**src/rtl/fetch_unit.sv**
```systemverilog
// Instruction fetch front end: credit-limited request issue, in-order tag FIFO,
// response-to-decode fetch queue, and redirect handling that drops stale responses.
module fetch_unit #(
    parameter int QDEPTH = 2,
    parameter int XLEN   = 32
) (
    input  logic            clk,
    input  logic            reset,
    input  logic [XLEN-1:0] pc,
    output logic [XLEN-1:0] pc_next,
    output logic            imem_req_valid,
    output logic [XLEN-1:0] imem_req_addr,
    input  logic            imem_req_ready,
    input  logic            imem_rsp_valid,
    input  logic [XLEN-1:0] imem_rsp_data,
    input  logic            redirect_valid,
    input  logic [XLEN-1:0] redirect_target,
    output logic            if_valid,
    output logic [XLEN-1:0] if_instr,
    output logic [XLEN-1:0] if_pc,
    input  logic            if_ready
);
    localparam int PW = (QDEPTH > 1) ? $clog2(QDEPTH) : 1;
    localparam int CW = $clog2(QDEPTH + 1);
    localparam logic [CW:0]   CREDIT = (CW + 1)'(QDEPTH);
    localparam logic [PW-1:0] LAST   = PW'(QDEPTH - 1);

    function automatic logic [PW-1:0] wrap_inc(input logic [PW-1:0] p);
        return (p == LAST) ? '0 : p + PW'(1);
    endfunction

    logic [XLEN-1:0] tag_mem_q [QDEPTH];
    logic [XLEN-1:0] tag_mem_d [QDEPTH];
    logic [XLEN-1:0] q_pc_q    [QDEPTH];
    logic [XLEN-1:0] q_pc_d    [QDEPTH];
    logic [XLEN-1:0] q_instr_q [QDEPTH];
    logic [XLEN-1:0] q_instr_d [QDEPTH];

    logic [PW-1:0] tag_wr_q, tag_wr_d, tag_rd_q, tag_rd_d;
    logic [PW-1:0] q_head_q, q_head_d, q_tail_q, q_tail_d;
    logic [CW-1:0] outstanding_q, outstanding_d;
    logic [CW-1:0] count_q, count_d;
    logic [CW-1:0] drop_q, drop_d;

    logic credit_ok, accept, rsp_fire, rsp_keep, pop;

    // Queue entries count against credit so every response is guaranteed a slot.
    assign credit_ok      = ({1'b0, outstanding_q} + {1'b0, count_q}) < CREDIT;
    assign imem_req_valid = !reset && !redirect_valid && credit_ok;
    assign imem_req_addr  = pc;
    assign accept         = imem_req_valid && imem_req_ready;
    assign rsp_fire       = imem_rsp_valid && !reset;
    assign rsp_keep       = rsp_fire && !redirect_valid && (drop_q == '0);

    assign if_valid = !reset && (count_q != '0);
    assign if_instr = q_instr_q[q_head_q];
    assign if_pc    = q_pc_q[q_head_q];
    assign pop      = if_valid && if_ready && !redirect_valid;

    always_comb begin
        pc_next = pc;
        if (reset)
            pc_next = '0;
        else if (redirect_valid)
            pc_next = {redirect_target[XLEN-1:2], 2'b00};
        else if (accept)
            pc_next = pc + XLEN'(4);
    end

    always_comb begin
        tag_mem_d     = tag_mem_q;
        q_pc_d        = q_pc_q;
        q_instr_d     = q_instr_q;
        tag_wr_d      = tag_wr_q;
        tag_rd_d      = tag_rd_q;
        q_head_d      = q_head_q;
        q_tail_d      = q_tail_q;
        drop_d        = drop_q;
        outstanding_d = outstanding_q + CW'(accept) - CW'(rsp_fire);
        count_d       = count_q + CW'(rsp_keep) - CW'(pop);

        if (accept) begin
            tag_mem_d[tag_wr_q] = pc;
            tag_wr_d            = wrap_inc(tag_wr_q);
        end
        if (rsp_fire)
            tag_rd_d = wrap_inc(tag_rd_q);
        if (rsp_keep) begin
            q_pc_d[q_tail_q]    = tag_mem_q[tag_rd_q];
            q_instr_d[q_tail_q] = imem_rsp_data;
            q_tail_d            = wrap_inc(q_tail_q);
        end
        if (pop)
            q_head_d = wrap_inc(q_head_q);

        // Redirect flushes decode-side state; still-outstanding requests become drops.
        if (redirect_valid) begin
            q_head_d = '0;
            q_tail_d = '0;
            count_d  = '0;
            drop_d   = outstanding_q - CW'(rsp_fire);
        end else if (rsp_fire && (drop_q != '0)) begin
            drop_d = drop_q - CW'(1);
        end
    end

    always_ff @(posedge clk) begin
        if (reset) begin
            tag_wr_q      <= '0;
            tag_rd_q      <= '0;
            q_head_q      <= '0;
            q_tail_q      <= '0;
            outstanding_q <= '0;
            count_q       <= '0;
            drop_q        <= '0;
        end else begin
            tag_wr_q      <= tag_wr_d;
            tag_rd_q      <= tag_rd_d;
            q_head_q      <= q_head_d;
            q_tail_q      <= q_tail_d;
            outstanding_q <= outstanding_d;
            count_q       <= count_d;
            drop_q        <= drop_d;
        end
    end

    always_ff @(posedge clk) begin
        tag_mem_q <= tag_mem_d;
        q_pc_q    <= q_pc_d;
        q_instr_q <= q_instr_d;
    end
endmodule

```
**config.mk**
```make
export PLATFORM = sky130hd
export DESIGN_NAME = fetch_unit
export DESIGN_NICKNAME = d
export VERILOG_FILES = /design/src/rtl/fetch_unit.sv
export SDC_FILE = /design/constraint.sdc
export NUM_CORES = 1
export LEC_CHECK = 0
export ABC_AREA = 1
export BUFFER_PORTS_ARGS = -buffer_cell sky130_fd_sc_hd__buf_2
export CAP_MARGIN = 20
export CORE_MARGIN = 2
export CORE_UTILIZATION = 38
export CTS_BUF_LIST = sky130_fd_sc_hd__clkbuf_2
export DETAILED_ROUTE_END_ITERATION = 10
export PLACE_DENSITY = 0.69
export SLEW_MARGIN = 20
export SYNTH_ARGS = -nofsm -noshare
export SYNTH_HDL_FRONTEND = slang
export SYNTH_SLANG_ARGS = --single-unit
```
**constraint.sdc**
```tcl
create_clock -name clk -period 9.9 [get_ports clk]
set_clock_uncertainty 0.2 [all_clocks]
set_input_delay 0.495 -clock clk [delete_from_list [all_inputs] [get_ports clk]]
set_output_delay 0.495 -clock clk [all_outputs]
set_load 0.01 [all_outputs]
```
After elaboration in Yosys (flattened, before gate mapping) --
Index checks and enable logic that the tools add are counted.
Word-level totals: word-level logic and storage cells 80, input bits 102, bits in registers 202, output and inout port bits 130
Operators by class: add/subtract/negate cells 12, order comparisons 7, bitwise gates (word level) 4, mux-type cells 25, reduce and logical (&&, ||, !) cells 19
Operators by type and width (number):
- 32-bit two-way mux | 14
- 64-bit bitwise mux | 3
- 32-bit demux with 1-bit select | 2
- 32-bit by 3-bit adder with 32-bit output (second input constant) | 1
- 1-bit logical AND | 12
- 2-bit >= comparator (second input constant) | 4
- 1-bit inverter with 2-bit output | 4
- 2-bit nonzero test | 3
- 2-bit by 1-bit subtractor with 2-bit output | 3
- 1-bit adder (second input constant) | 4
- 2-bit by 1-bit adder with 2-bit output | 2
- 2-bit by 1-bit < comparator with 1-bit output (second input constant) | 2
- 1-bit two-way mux | 4
- 2-bit two-way mux | 2
- 2-bit by 2-bit adder with 3-bit output | 1
- 3-bit by 2-bit < comparator with 1-bit output (second input constant) | 1
- 1-bit logical NOT | 2
- 2-bit logical NOT | 1
- 2-bit OR reduction | 1
- 2-bit by 1-bit subtractor with 2-bit output (second input constant) | 1

Longest topological paths before layout --
Gate-level depths: netlist (run 1).
word-level depth 7, depth in mapped cells 13

Worst setup path before layout (run 1) --
Ideal clock, no wire load.
path kind input to register, start input reset, end register q_instr_q[0] (netlist name), enable pin, stages 5, slack 5.499 ns, arrival 3.713 ns, buffers on the path 0, cells stage by stage nor2_4 inv_1 nor3_1 inv_1 nor2_1
Between the ends: cells in the longest elaborated chain, start to end 4
Ends and longest elaborated chain:
- from (decl) | line 8 | input logic reset,
- 1-bit logical NOT | line 52 | assign rsp_fire = imem_rsp_valid && !reset;
- 1-bit logical AND | line 52
- 1-bit logical AND (2 in series) | line 53 | assign rsp_keep = rsp_fire && !redirect_valid && (drop_q == '0);
- to (signal assigned) | line 130 | q_instr_q <= q_instr_d;
- to (decl) | line 36 | logic [XLEN-1:0] q_instr_q [QDEPTH];
No other way between the ends. A chain may end at the register's enable or synchronous reset.

Worst setup path in the final report (run 1) --
start register count_q[0], end output pc_next[31]
Between the ends: cells in the longest elaborated chain, start to end 7
Ends and longest elaborated chain:
- from (decl) | line 42 | logic [CW-1:0] count_q, count_d;
- from (signal assigned) | line 122 | count_q <= count_d;
- 2-bit by 2-bit adder with 3-bit output | line 48 | assign credit_ok = ({1'b0, outstanding_q} + {1'b0, count_q}) < CREDIT;
- 3-bit by 2-bit < comparator with 1-bit output | line 48
- 1-bit logical AND | line 49 | assign imem_req_valid = !reset && !redirect_valid && credit_ok;
- 1-bit logical AND | line 51 | assign accept = imem_req_valid && imem_req_ready;
- 32-bit two-way mux | line 66 | else if (accept)
- 32-bit two-way mux | line 64 | else if (redirect_valid)
- 32-bit two-way mux | line 62 | if (reset)
- to (decl) | line 10 | output logic [XLEN-1:0] pc_next,
No other way between the ends.

==> results of run 1 <==
registers in the layout (all words and copies together) (netlist names):
| name | cells |
|---|---|
| q_pc_q | 64 |
| drop_q | 2 |
| tag_rd_q | 1 |
| tag_wr_q | 1 |
| q_instr_q | 64 |
| outstanding_q | 2 |
| count_q | 2 |
| q_tail_q | 1 |
| q_head_q | 1 |
| tag_mem_q | 64 |
layer usage:
layer  track usage (%)  up-vias  routed length (um)
met3              4.03       60                1410
met5                 0        -                   0
met1              21.3     3245                9570
met4              8.60        0                 906
li1                  -     3542                   -
met2              31.1      251               11300
through the flow:
stage               cells  area [um^2]  utilization [%]
floorplan             879         9230                -
global placement     1376        10500             43.5
detailed placement   1376        10500             43.5
CTS                  1541        11700             48.4
global route         1544        11700             48.6
finish               1544        11700             48.6
cells by family (layout without fill, tap and decap cells):
kind of cell	after synthesis	count (layout)
AND/OR/NAND/NOR	444	444
multiplexers	32	32
flip-flops	202	202
buffers and inverters	141	481
AO/OA/AOI/OAI	46	46
adder cells (fa/ha/maj)	8	8
other	0	1
XOR/XNOR	6	6
how the worst min path moves through the flow:
| stage | from | to |
|---|---|---|
| finish | imem_rsp_data[6] | q_instr_q[38] |
| global route | imem_rsp_data[4] | q_instr_q[4] |
| CTS | imem_rsp_data[9] | q_instr_q[41] |
| detailed placement | drop_q[1] | drop_q[1] |
| global placement | drop_q[1] | drop_q[1] |
| floorplan | tag_wr_q | tag_wr_q |
synthesized netlist by cell type, types with 9 or more instances:
cell type / instances / share of area, %
a21oi_1: 12 / 0.65
buf_4: 32 / 2.6
clkbuf_1: 21 / 0.85
dfxtp_1: 10 / 2.2
edfxtp_1: 192 / 62
inv_1: 78 / 3.2
mux2_2: 32 / 3.9
nand2_1: 318 / 13
nand3_1: 42 / 2.3
nand4_1: 11 / 0.75
nor2_1: 48 / 2.0
nor2_2: 9 / 0.61
o21ai_0: 19 / 1.0
report_power, final:
part | internal, W | switching (W) | leakage, nW
registers | 0.000955 | 0.0000112 | 1.82
clock network | 0.000206 | 0.000319 | 0.355
logic | 0.0000829 | 0.000104 | 3.01
final cells by class:
| class | instances | area (um^2) |
|---|---|---|
| Sequential cell | 202 | 5970 |
| Tap cell | 324 | 405 |
| Multi-Input combinational cell | 536 | 2640 |
| Clock inverter | 17 | 67.6 |
| Clock buffer | 76 | 380 |
| Inverter | 80 | 300 |
| Antenna cell | 1 | 2.50 |
| Timing Repair Buffer | 308 | 1960 |
| Fill cell | 2243 | 12400 |
repair_timing:
item | CTS | global route
endpoints found under the hold margin | 135 | 0
hold buffers | 72 | 0
setup buffers | 0 | 0
==> key figures, run 1 <==
Run status
  • Outcome: completed

Min path
  • WHS Path Cells: 2
  • Worst hold path type: in2reg

Timing
  • Hold WS: 0.275 ns
  • Maximum operating frequency: 0.251 GHz
  • Min Tclk post-route: 3.98 ns
  • Final WS setup: 5.92 ns
  • Slew @ Worst Pin: 1.07 ns
  • Slew margin rel.: 28.6%
  • Setup violators final: 0
  • Hold Fails Final Rpt: 0
  • RSZ-0062 raised after global routing: no
  • Setup TNS: 0 ns
  • Period utilisation layout: 40.2%
  • Max-slew violations: 0

Route
  • WL per Instance: 15.0 um
  • ANT nets after route: 0
  • First-pass DRT Iterations: 5
  • Vias: 7,098
  • Vias per std cell: about 4.6
  • DRC Markers: 0
  • Final wirelength: ~23 mm
  • Drt first-iter violations: 468

Setup path
  • Critical Path Sink: pc_next[31]
  • Critical path peak fanout: 18
  • Largest delay share family, worst path: simple AND/OR/NAND/NOR gates
  • Worst Path Required: 9.21 ns
  • Critical Path AT: 3.29 ns
  • Reg2Reg Depth: 6
  • CP max stage cell: dfxtp_1
  • CP startpoint: count_q[0]
  • Crit Path Class: reg2out
  • Worst R2R Setup Slack: 6.85 ns
  • Crit path depth: 13
  • WP buf/inv: 4
  • Reg2Reg Capture Point: tag_mem_q[63]
  • Crit-path cells: nand2_1 > inv_1 > fa_1 > nor2_1 > nand3_4 > inv_2 > nand2_2 > nor2_2 > nand3b_1 > nand3_1 > nand2_1 > inv_1 > buf_2
  • Slowest stage delay, CP: 0.41 ns
  • R2R Path Start: count_q[0]
  • Worst setup SP type: flip-flop
  • Crit. End Element: primary output

Logic synthesis
  • Primary FF master, synth: edfxtp_1
  • Synthesis warning total: 0
  • Largest family of logic cells by synthesized area: simple AND/OR/NAND/NOR gates
  • Synth Area in Simple Gates: 19.8%
  • Synth Area per Inst: roughly 10 um^2
  • Cells after synthesis: slightly below 900
  • Distinct cells, synth: 32
  • Multiplexer share of the synthesized area: 3.91%
  • Yosys reg bits: 202
  • Synthesized cell area: between 9000 and 10,000 um^2
  • Post-synthesis sequential area ratio: 64.7%
  • Post-Synth Adder-Cell Area: 1.17%
  • FFs w/ async S/R, synth: 0%
  • XOR/XNOR Fraction of Synth Area: 0.570%
  • Post-synthesis compound-gate area fraction: approximately 2.8%
  • Number of synthesized flops with an enable pin: 192
  • Post-Syn Nets: 989

Final layout
  • Fin nets: 1,290
  • Most frequent cells in the layout: nand2_1 (318), buf_2 (229), edfxtp_1 (192)
  • Leading cell type in the layout, fill and taps excluded: nand2_1
  • Layout cell share with drive strength beyond 1: 30.5%
  • Area growth syn-to-layout: 27.0%

GRT
  • Vias in the first global route: between 6,000 and 7,000
  • Global-route usage over all layers: 18.0%
  • Gr ovfl total: 0
  • Initial antenna violation count: 1
  • Largest net degree at the start of global routing: 66
  • First-pass GRT wire length: 35.7 mm

Floorplan
  • Die height: 160 um
  • Area of the core: 24,100 um^2
  • Die width: 160 um
  • Die footprint: 25,500 um^2
  • Initial Util: 38.3%
  • Row count: 57
  • IO Pins: 232

Clock tree
  • CTS root buf: clkbuf_2
  • CTS tree: built
  • Clock slew at reported path FFs: 0.12 ns
  • Clk buf depth: 3
  • H-tree levels: 2
  • Clk_lat worst skew: 0.77 ns
  • Post-cts sizing count: 0
  • Num CTS Buffers: 52
  • CTS sink count: 202

Power and ir drop
  • Design Power: 0.00168 W
  • Pwr Density: 143 nW/um^2
  • VDD IR max: roughly 0.00006 V
  • P_leak: about 5.2 nW

Placement
  • GP Congestion: 0.850
  • Pre-CTS WS: a little over 6 ns
  • Port bufs: ~230
  • DP HPWL: 14.4 mm

Flow run
  • Max_cap viols: 0
Note: power is estimated with default switching activity, not from simulation.
==> inputs of run 2 (changes only) <==
--- a/config.mk
+++ b/config.mk
@@ -12,7 +12,7 @@
 export CORE_UTILIZATION = 38
 export CTS_BUF_LIST = sky130_fd_sc_hd__clkbuf_2
 export DETAILED_ROUTE_END_ITERATION = 10
-export PLACE_DENSITY = 0.69
+export PLACE_DENSITY = 0.72
 export SLEW_MARGIN = 20
 export SYNTH_ARGS = -nofsm -noshare
 export SYNTH_HDL_FRONTEND = slang
==> constraint.sdc (replaced) <==
create_clock -name clk -period 3.3 [get_ports clk]
set_clock_uncertainty 0.2 [all_clocks]
set_input_delay 0.165 -clock clk [delete_from_list [all_inputs] [get_ports clk]]
set_output_delay 0.165 -clock clk [all_outputs]
set_load 0.01 [all_outputs]
==> key figures, run 2 (synthesis gave the netlist of run 1 again) <==
Floorplan
  • Initial Util: 38.3%
  • Area of the core: around 24,000 um^2
  • Row count: 57
  • Die footprint: 25,500 um^2
  • IO Pins: 232
  • Die width: 160 um
  • Die height: 160 um

Timing
  • Final WS setup: 0.0558 ns
  • Period utilisation layout: 98.3%
  • RSZ-0062 raised after global routing: yes
  • Slew margin rel.: 40.1%
  • Hold Fails Final Rpt: 0
  • Max-slew violations: 0
  • Min Tclk post-route: 3.24 ns
  • Slew @ Worst Pin: 0.899 ns
  • Maximum operating frequency: 0.308 GHz
  • Setup violators final: 0
  • Setup TNS: 0 ns

GRT
  • Met1 Usage GRT: 21.7%
  • Gr ovfl total: 0
  • GR Util met3: 4.05%
  • First-pass GRT wire length: 38.1 mm
  • Vias in the first global route: 7,450
  • Largest net degree at the start of global routing: 65
  • Top Usage Layer GRT: met2
  • Initial antenna violation count: 2
  • GR Layer Usage met2: 34.2%
  • Global-route usage over all layers: 19.1%

Clock tree
  • CTS root buf: clkbuf_2
  • Num CTS Buffers: 49
  • Clock slew at reported path FFs: 0.09 ns
  • Clk buf depth: 3
  • CTS sink count: 202
  • Clk_lat worst skew: 0.77 ns
  • H-tree levels: 2
  • CTS tree: built

Final layout
  • Area growth syn-to-layout: 36.5%
  • Fin nets: 1,361
  • Layout cell share with drive strength beyond 1: 31.1%
  • Fill cells: 2,137
  • Leading cell type in the layout, fill and taps excluded: nand2_1
  • Most frequent cells in the layout: nand2_1 (315), buf_2 (228), edfxtp_1 (192)
  • Largest regs: q_instr_q: 64 flops, q_pc_q: 64 flops, tag_mem_q: 64 flops

Placement
  • Pre-CTS WS: 0.506 ns
  • DP HPWL: 14.7 mm
  • Port bufs: 229
  • GP Congestion: 0.843

Power and ir drop
  • Switching share of total power: 25.3%
  • Pwr Density: 420 nW/um^2
  • VDD IR max: between 0.0002 and 0.00025 V
  • Design Power: 0.00529 W
  • P_leak: 5.55 nW
  • Seq pwr share: 54.7%
  • Internal: 0.00396 W
  • Clock share of power: 33.1%
  • Psw: ~0.0013 W
  • Comb pwr share: approximately an eighth

Setup path
  • Critical path peak fanout: 8
  • R2R Path Start: count_q[0]
  • Crit. End Element: primary output
  • Worst setup SP type: flip-flop
  • Critical Path AT: 2.88 ns
  • CP startpoint: count_q[0]
  • Worst Path Required: 2.93 ns
  • Crit Path Class: reg2out

Run status
  • Outcome: completed

Min path
  • Hold path startpoint: reset
  • Worst hold path type: in2reg

Route
  • WL per Instance: 15.3 um
  • First-pass DRT Iterations: 6
  • Vias per std cell: 4.65
  • ANT nets after route: 0
  • Final wirelength: roughly 25 mm
  • Vias: 7,515
  • DRC Markers: 0
  • Drt first-iter violations: 505

Flow run
  • Max_cap viols: 0
==> run 2: cell types whose count changed in the layout (fill, tap and decap cells not counted), moves of 4 or more <==
cell and delta:
buf_4 +7, nor2_4 +6, nand3_2 +6, nor2_2 -5, buf_12 +4, clkinv_1 -5
dlygate4sd3_1 +65, nand3_1 -6
==> run 2: metrics by stage <==
step           cell area, um^2  std cells  util [%]  hold slack, ns
3_3_place_gp             10600       1382      43.9           0.153
5_1_grt                  12600       1616      52.3          0.0245
4_1_cts                  12500       1612      51.8         0.00883
2_1_floorplan             9230        879         -          0.0606
6_report                 12600       1616      52.3           0.108
3_5_place_dp             10600       1382      43.9           0.156
==> run 2: power groups by stage <==
stage | combinational [W] | clock, W | sequential (W)
6_report | 0.000646 | 0.00175 | 0.00290
5_1_grt | 0.000702 | 0.00194 | 0.00290
4_1_cts | 0.000631 | 0.00181 | 0.00290
3_5_place_dp | 0.000492 | 0 | 0.00296
3_3_place_gp | 0.000482 | 0 | 0.00295
2_1_floorplan | 0.000294 | 0 | 0.00294
==> run 2: cell type report <==
cell class | instances | area (um^2) | area share [%]
antenna | 2 | 5.00 | 0.0397
clock buffer | 79 | 395 | 3.14
clock inverter | 11 | 95.1 | 0.755
inverter | 80 | 303 | 2.40
multi-input combinational | 536 | 2730 | 21.7
sequential | 202 | 5970 | 47.4
tap | 324 | 405 | 3.22
timing repair buffer | 382 | 2690 | 21.4
==> run 2: path summary, 6_finish.rpt <==
kind                      endpoint  slack, ns  cells past startpoint
hold reg to reg          drop_q[1]       0.34                      2
setup reg to reg  outstanding_q[1]       0.56                     13
setup / recovery       pc_next[22]       0.06                     13
hold / removal    outstanding_q[0]       0.11                      4
==> run 2: critical path, cell delays in order (launching register included) <==
cell and delay, ns:
dfxtp_2 0.34, nand2_1 0.05, inv_1 0.04, fa_1 0.49
nor2_4 0.16, nand3_4 0.10, buf_12 0.16, nor2_4 0.20
buf_4 0.15, nand4_1 0.06, nand3_1 0.13, nand2_1 0.06
inv_1 0.04, buf_2 0.12
==> run 2: layer usage <==
metal | vias to the layer above | wire length [um]
li1 | 3678 | -
met5 | - | 0
met4 | 0 | 938
met3 | 70 | 1500
met2 | 289 | 12600
met1 | 3478 | 9770
==> run 2: timing repair <==
action,CTS,global route
setup endpoints to repair,28,23
pin swaps,4,13
endpoints found under the hold margin,151,0
hold buffers,137,0
setup buffers,3,2
gates resized for setup,8,23
==> inputs of run 3 (changes only) <==
--- a/config.mk
+++ b/config.mk
@@ -12,7 +12,7 @@
 export CORE_UTILIZATION = 38
 export CTS_BUF_LIST = sky130_fd_sc_hd__clkbuf_2
 export DETAILED_ROUTE_END_ITERATION = 10
-export PLACE_DENSITY = 0.72
+export PLACE_DENSITY = 0.69
 export SLEW_MARGIN = 20
 export SYNTH_ARGS = -nofsm -noshare
 export SYNTH_HDL_FRONTEND = slang
==> constraint.sdc (replaced) <==
create_clock -name clk -period 3.4 [get_ports clk]
set_clock_uncertainty 0.2 [all_clocks]
set_input_delay 0.17 -clock clk [delete_from_list [all_inputs] [get_ports clk]]
set_output_delay 0.17 -clock clk [all_outputs]
set_load 0.01 [all_outputs]
==> key figures, run 3 (synthesis gave the netlist of run 1 again) <==
Run status
  • Outcome: completed

Final layout
  • Area growth syn-to-layout: 37.4%
  • Layout cell share with drive strength beyond 1: between 30% and 40%
  • Finished Layout Cells: 1,616
  • Leading cell type in the layout, fill and taps excluded: nand2_1
  • Largest regs: q_instr_q: 64 flops, q_pc_q: 64 flops, tag_mem_q: 64 flops
  • Most frequent cells in the layout: nand2_1 (311), buf_2 (229), edfxtp_1 (192)
  • Fin nets: 1,372
  • Fill cells: 2,125
  • Fin area: 12,700 um^2

Floorplan
  • IO Pins: 232
  • Die footprint: 25,500 um^2
  • Row count: 57
  • Die height: 160 um
  • Die width: between 150 and 200 um
  • Initial Util: 38.3%
  • Area of the core: between 20,000 and 25,000 um^2

Timing
  • Slew margin rel.: 38.8%
  • RSZ-0062 raised after global routing: yes
  • Max-slew violations: 0
  • Maximum operating frequency: 0.305 GHz
  • Hold Fails Final Rpt: 0
  • Slew @ Worst Pin: 0.918 ns
  • Period utilisation layout: approximately 97%
  • Min Tclk post-route: approximately 3.3 ns
  • Setup violators final: 0

Clock tree
  • CTS sink count: 202
  • Clk_lat worst skew: 0.80 ns
  • Clk buf depth: 3
  • Clock slew at reported path FFs: 0.09 ns
  • CTS tree: built
  • Num CTS Buffers: 49
  • H-tree levels: 2
  • CTS root buf: clkbuf_2

Min path
  • Worst hold path type: in2reg
  • WHS Path Cells: 4

Power and ir drop
  • Design Power: approximately 0.005 W
  • VDD IR max: 0.000157 V
  • P_leak: 5.56 nW
  • Pwr Density: 387 nW/um^2

Setup path
  • Reg2Reg Capture Point: outstanding_q[1]
  • Critical Path AT: 2.91 ns
  • R2R Path Start: count_q[0]
  • Crit Path Class: reg2out
  • Crit-path cells: nand2_2 > inv_2 > fa_1 > nor2_4 > buf_6 > nand3_4 > nor2_4 > nand2_1 > nand2_1 > nand3_1 > o211ai_1 > inv_1 > buf_2
  • CP max stage cell: fa_1
  • Worst R2R Setup Slack: 0.64 ns
  • Critical path peak fanout: 5
  • Reg2Reg Depth: 13
  • CP startpoint: count_q[0]
  • Worst setup SP type: flip-flop
  • Worst Path Required: 3.03 ns
  • Slowest stage delay, CP: 0.51 ns
  • Crit. End Element: primary output
  • Critical Path Sink: pc_next[8]

Placement
  • Port bufs: 229
  • GP Congestion: 0.834
  • DP HPWL: about 15 mm
  • Inst Count DP: 1,384
  • Placed cell areas: 10,600 um^2

Route
  • Drt first-iter violations: 485
  • WL per Instance: 15.3 um
  • First-pass DRT Iterations: 5
  • ANT nets after route: 0
  • Vias: roughly 7,600
  • DRC Markers: 0
  • Final wirelength: 24.7 mm
  • Vias per std cell: about 4.7

Flow run
  • Max_cap viols: 0

GRT
  • Initial antenna violation count: 2
  • First-pass GRT wire length: 37.6 mm
  • Global-route usage over all layers: 18.8%
  • Vias in the first global route: 7,508
  • Gr ovfl total: 0
  • Largest net degree at the start of global routing: 66
-- run 3: how the worst min path moves through the flow --
stage / startpoint / end / slack [ns]
after floorplan: redirect_valid / drop_q[0] / 0.07
after global placement: imem_rsp_data[16] / q_instr_q[48] / 0.16
after detailed placement: imem_rsp_data[18] / q_instr_q[18] / 0.16
after CTS: pc[23] / tag_mem_q[23] / 0.008
after global routing: pc[23] / tag_mem_q[23] / 0.06
final: reset / outstanding_q[0] / 0.1
-- run 3: cell type report --
| cell class | instances | area [um^2] | area share, % |
|---|---|---|---|
| clock buffer | 66 | 330 | 2.61 |
| timing repair buffer | 392 | 2780 | 21.9 |
| clock inverter | 13 | 61.3 | 0.484 |
| antenna | 2 | 5.00 | 0.0395 |
| multi-input combinational | 537 | 2830 | 22.3 |
| inverter | 80 | 303 | 2.39 |
| sequential | 202 | 5970 | 47.1 |
| tap | 324 | 405 | 3.20 |
-- run 3: per-stage QoR --
step | setup slack [ns] | hold WS, ns | util [%] | TNS, ns
2_1_floorplan | -0.0664 | 0.0656 | - | -4.25
3_3_place_gp | 0.593 | 0.158 | 44.0 | 0
3_5_place_dp | 0.544 | 0.161 | 44.0 | 0
4_1_cts | 0.0199 | 0.00842 | 51.6 | 0
5_1_grt | -0.0815 | 0.0642 | 52.6 | -0.627
6_report | 0.119 | 0.0965 | 52.6 | 0
-- run 3: critical path: cells and delay by family (launching register included) --
kind / cells / cell delay [ns]
adder cells (fa/ha/maj): 1 / 0.51
flip-flops: 1 / 0.34
AND/OR/NAND/NOR: 7 / 0.80
AO/OA/AOI/OAI: 1 / 0.12
buffers and inverters: 4 / 0.36
-- run 3: timing repair --
| action | CTS | global route |
|---|---|---|
| endpoints found under the setup margin | 27 | 20 |
| hold buffers | 139 | 0 |
| gates cloned | 1 | 0 |
| pin swaps | 2 | 18 |
| setup buffers | 4 | 7 |
| endpoints found under the hold margin | 220 | 0 |
| resized for setup | 3 | 48 |
-- run 3: power by group --
group	leakage (nW)	switching [W]	internal, W
sequential	1.82	0.0000321	0.00278
clock	0.306	0.000921	0.000527
combinational	3.44	0.000329	0.000312
-- run 3: routing by layer --
metal,GRT usage [%],vias to the layer above,routed length [um]
met5,0,-,0
met4,8.76,0,815
met3,3.53,68,1370
met2,34.3,260,12600
met1,21.2,3546,9830
li1,-,3690,-
